==> src/rtl/mux_reg_n_1.sv <==
// Registered N:1 multiplexer with per-channel valid/ready and a two-entry output skid buffer.
// in_ready is built from the selector and a flop only, so out_ready never reaches it combinationally.
module mux_reg_n_1 #(
    parameter int WIDTH  = 32,
    parameter int INPUTS = 4,
    parameter int SEL_W  = $clog2(INPUTS)
) (
    input  logic                    clock,
    input  logic                    reset,
    input  logic [INPUTS*WIDTH-1:0] in_data,
    input  logic [INPUTS-1:0]       in_valid,
    output logic [INPUTS-1:0]       in_ready,
    input  logic [SEL_W-1:0]        selector,
    output logic [WIDTH-1:0]        out,
    output logic                    out_valid,
    input  logic                    out_ready
);

    typedef enum logic [1:0] {
        EMPTY = 2'd0,
        ONE   = 2'd1,
        TWO   = 2'd2
    } state_t;

    state_t             state_reg;
    logic [WIDTH-1:0]   out_reg;
    logic [WIDTH-1:0]   skid_reg;
    logic               out_valid_reg;
    logic               skid_valid_reg;

    logic               sel_ok;
    logic [WIDTH-1:0]   chan [INPUTS];
    logic [INPUTS-1:0]  hit;
    logic [WIDTH-1:0]   sel_data;
    logic               accept;

    // Selector values at or above INPUTS select nothing, leaving data held upstream.
    assign sel_ok = ({{(32-SEL_W){1'b0}}, selector} < 32'(INPUTS));

    for (genvar gi = 0; gi < INPUTS; gi++) begin : g_chan
        assign chan[gi]     = in_data[gi*WIDTH +: WIDTH];
        assign hit[gi]      = sel_ok && (selector == SEL_W'(gi));
        assign in_ready[gi] = hit[gi] && !skid_valid_reg && !reset;
    end

    always_comb begin
        sel_data = '0;
        for (int k = 0; k < INPUTS; k++) begin
            if (hit[k]) begin
                sel_data = chan[k];
            end
        end
    end

    assign accept = |(in_valid & in_ready);

    // out_reg is the head word, skid_reg the second; words always leave from out_reg.
    always_ff @(posedge clock) begin
        if (reset) begin
            state_reg      <= EMPTY;
            out_reg        <= '0;
            skid_reg       <= '0;
            out_valid_reg  <= 1'b0;
            skid_valid_reg <= 1'b0;
        end else begin
            case (state_reg)
                EMPTY: begin
                    if (accept) begin
                        out_reg       <= sel_data;
                        out_valid_reg <= 1'b1;
                        state_reg     <= ONE;
                    end
                end
                ONE: begin
                    if (accept && out_ready) begin
                        out_reg <= sel_data;
                    end else if (accept) begin
                        skid_reg       <= sel_data;
                        skid_valid_reg <= 1'b1;
                        state_reg      <= TWO;
                    end else if (out_ready) begin
                        out_valid_reg <= 1'b0;
                        state_reg     <= EMPTY;
                    end
                end
                TWO: begin
                    if (out_ready) begin
                        out_reg        <= skid_reg;
                        skid_valid_reg <= 1'b0;
                        state_reg      <= ONE;
                    end
                end
                default: begin
                    state_reg      <= EMPTY;
                    out_valid_reg  <= 1'b0;
                    skid_valid_reg <= 1'b0;
                end
            endcase
        end
    end

    assign out       = out_reg;
    assign out_valid = out_valid_reg;

endmodule

==> config.mk <==
export PLATFORM = sky130hd
export DESIGN_NAME = mux_reg_n_1
export DESIGN_NICKNAME = d
export VERILOG_FILES = /design/src/rtl/mux_reg_n_1.sv
export SDC_FILE = /design/constraint.sdc
export NUM_CORES = 1
export LEC_CHECK = 0
export BUFFER_PORTS_ARGS = -buffer_cell sky130_fd_sc_hd__buf_2
export CORE_MARGIN = 5
export CORE_UTILIZATION = 51
export DETAILED_ROUTE_END_ITERATION = 16
export PLACE_DENSITY = 0.84
export SLEW_MARGIN = 20
export SYNTH_ARGS = -nofsm -noshare
export SYNTH_HDL_FRONTEND = slang
export SYNTH_SLANG_ARGS = --single-unit
==> constraint.sdc <==
create_clock -name clock -period 2.4 [get_ports clock]
set_input_delay 0.6 -clock clock [delete_from_list [all_inputs] [get_ports clock]]
set_output_delay 0.6 -clock clock [all_outputs]
set_load 0.01 [all_outputs]
==> results.py <==
metrics = {
    "grt": {
        "grt_max_degree": 68,
        "wire_length_of_the_first_global_routing_pass_um": 23100,
        "grt-ovfl-total": 0,
        "groute.usage.overall_pct": 24.4,
        "antenna_found_initial": 0,
        "via_count_of_the_first_global_routing_pass": 4916,
    },
    "finish": {
        "final-seq-area_um2": 1360,
        "mostFrequentLayoutCells": "buf_2, a21oi_1, dfxtp_1",
        "design.final.nets": 822,
        "drive_gt1_share_pct": 44.4,
        "insertedDiodeCount": 0,
        "fill_cells": 782,
        "area_delta_synth_final_pct": 21.9,
        "multi_input_comb_area_um2": 3190,
        "layout_commonest_cell": "buf_2",
    },
    "worst_setup_path": {
        "timing.critical_path.from_type": "register",
        "endpoint_kind": "primary output",
        "crit_fanout": 7,
        "timing.critical_path.arrival_ps": 1430,
        "crit_type": "reg2out",
        "critPathRequiredTime_ps": 1800,
        "crit_path_start": "skid_valid_reg$_SDFFE_PP0P_",
        "regToRegStartpoint": "state_reg[0]$_SDFFE_PP0P_",
    },
    "cts": {
        "htreeDepth": 3,
        "insertion_delay_ps": 340,
        "tritoncts_clock_tree": "built",
        "postCtsSetupBuffers": 0,
        "clock_tree.buffer_depth": 2,
        "cts.sinks": 68,
        "cts_hold_buffers": 0,
        "ctsRootBufferMaster": "clkbuf_8",
        "cts.reportedPaths.clkPinSlew_ps": 70,
        "cts.repair.resized": 0,
        "cts_buffers": 9,
    },
    "floorplan": {
        "core_region_area_um2": 9680,
        "io-pin-count": 174,
        "initial_core_util_pct": 51.9,
        "dieWidth_um": 109,
        "core.rowCount": 36,
        "fp.dieArea_um2": 11900,
        "die_height_um": 109,
    },
    "sta": {
        "skew_ps": 11.1,
        "final-max-slew-violation-count": 0,
        "max_slew_margin_pct": 55.4,
        "min_period_ps": 2030,
        "max_slew.worst_pin.slew_ps": 669,
        "hold_ws_ps": 456,
        "grt_setup_unrepaired": "false",
        "fmaxAchievable_mhz": 492,
        "layout_worst_path_cycle_share_pct": 84.7,
        "timing.final.hold_violations": 0,
        "finalSetupViolations": 0,
        "setup-tns-final_ps": 0,
    },
    "detailed_routing": {
        "drt_drc_violations_left": 0,
        "drt-vias-per-instance": 5.97,
        "drtPass1Iterations": 5,
        "routedWlPerCell_um": 18.1,
        "vias": 4910,
        "drt_first_iter_violations": 359,
        "ant_nets": 0,
        "drt_wl_total_um": 14900,
    },
    "status": {
        "outcome": "completed",
    },
    "job": {
        "timing.max_cap.violations": 0,
    },
    "placement": {
        "place_congestion": 0.863,
        "buffer_ports.inserted": 173,
        "detailedPlacementHpwl_um": 11000,
    },
    "power_and_ir_drop": {
        "power.leakage_nw": 2.41,
        "vdd_drop_max_mv": 0.269,
        "power_density_nw_per_um2": 521,
    },
    "synth": {
        "synth.avg_cell_area_um2": 9.45,
        "synth-main-ff-cell": "dfxtp_1",
        "synth.ff_latch_count": 68,
        "synthesis.nets": 669,
        "synth_cells": 532,
        "ys_seq_area_share_pct": 27.1,
        "asyncSetResetFlopFracSynth_pct": 0,
        "ys_warn_count": 0,
        "synth_enable_flop_cells": 0,
        "yosys.cell_types.count": 38,
        "synth_area_um2": 5030,
    },
    "hold_path": {
        "min_from": "skid_reg[8]$_SDFFE_PP0P_",
        "hold_path.class": "reg2reg",
    },
}
==> per-layer routing <==
layer | track usage (%) | part of all wire [%] | up-vias
li1 | - | - | 2333
met1 | 28.9 | 39 | 2323
met2 | 42.8 | 50 | 216
met3 | 5.27 | 8.1 | 38
met4 | 9.88 | 2.8 | 0
met5 | 0 | 0 | -
==> critical path, stage by stage (launching register included) <==
cell	delay, ps
dfxtp_1	390
nor3_1	270
buf_4	190
and2_1	130
buf_2	120
==> where the power goes <==
part / total (mW) / leakage (nW) / internal [mW] / switching [mW]
combinational: 0.926 / 1.76 / 0.436 / 0.490
sequential: 1.27 / 0.556 / 1.22 / 0.0530
clock: 0.997 / 0.102 / 0.576 / 0.421
total: 3.19 / 2.41 / 2.23 / 0.964
==> logic make-up (layout without fill, tap and decap cells) <==
family                 count (synthesis)  after routing  share of synthesized area (%)
muxes                                 75             75                           22.5
and+or+nand+nor                      107            107                           11.7
AOI/OAI and AO/OA                    194            194                           29.2
buffers and inverters                 88            245                           9.53
DFF                                   68             68                           27.1
==> synth_stat cells, drive strengths merged, types with 3 or more instances <==
cell	instances	area share, %
nor2	4	0.30
nand3	3	0.55
and4	6	1.1
a21oi	82	8.4
o31ai	19	2.8
buf	39	5.8
mux4	26	12
o221ai	32	5.6
inv	34	2.5
dfxtp	68	27
a211oi	57	12
mux2	30	6.7
nor2b	27	3.4
clkbuf	15	1.2
nand2	54	4.0
mux2i	19	3.8
==> per-stage QoR <==
step	setup slack, ps	instance area [um^2]	cells	utilization (%)	power, mW
after floorplan	112	5030	532	-	1.89
after global placement	252	5920	807	61.2	2.17
after detailed placement	199	5920	807	61.2	2.21
after CTS	376	6130	822	63.3	3.20
after global routing	305	6130	822	63.3	3.34
final	368	6130	822	63.3	3.19
==> worst paths after layout <==
check	end	slack, ps	depth (start not counted)
worst max-delay path	in_ready[2]	370	4
worst min-delay path	skid_reg[8]$_SDFFE_PP0P_	460	2
worst max register to register	out[28]$_SDFFE_PP0P_	470	4
worst min register to register	skid_reg[8]$_SDFFE_PP0P_	460	2
==> area by class of cell <==
cell class,instances,area share [%]
clock buffer,10,2.08
clock inverter,5,1.27
inverter,34,2.08
multi-input combinational,376,52.0
sequential,68,22.2
tap,133,2.72
timing repair buffer,196,17.6
(Power assumes the default switching activity.)
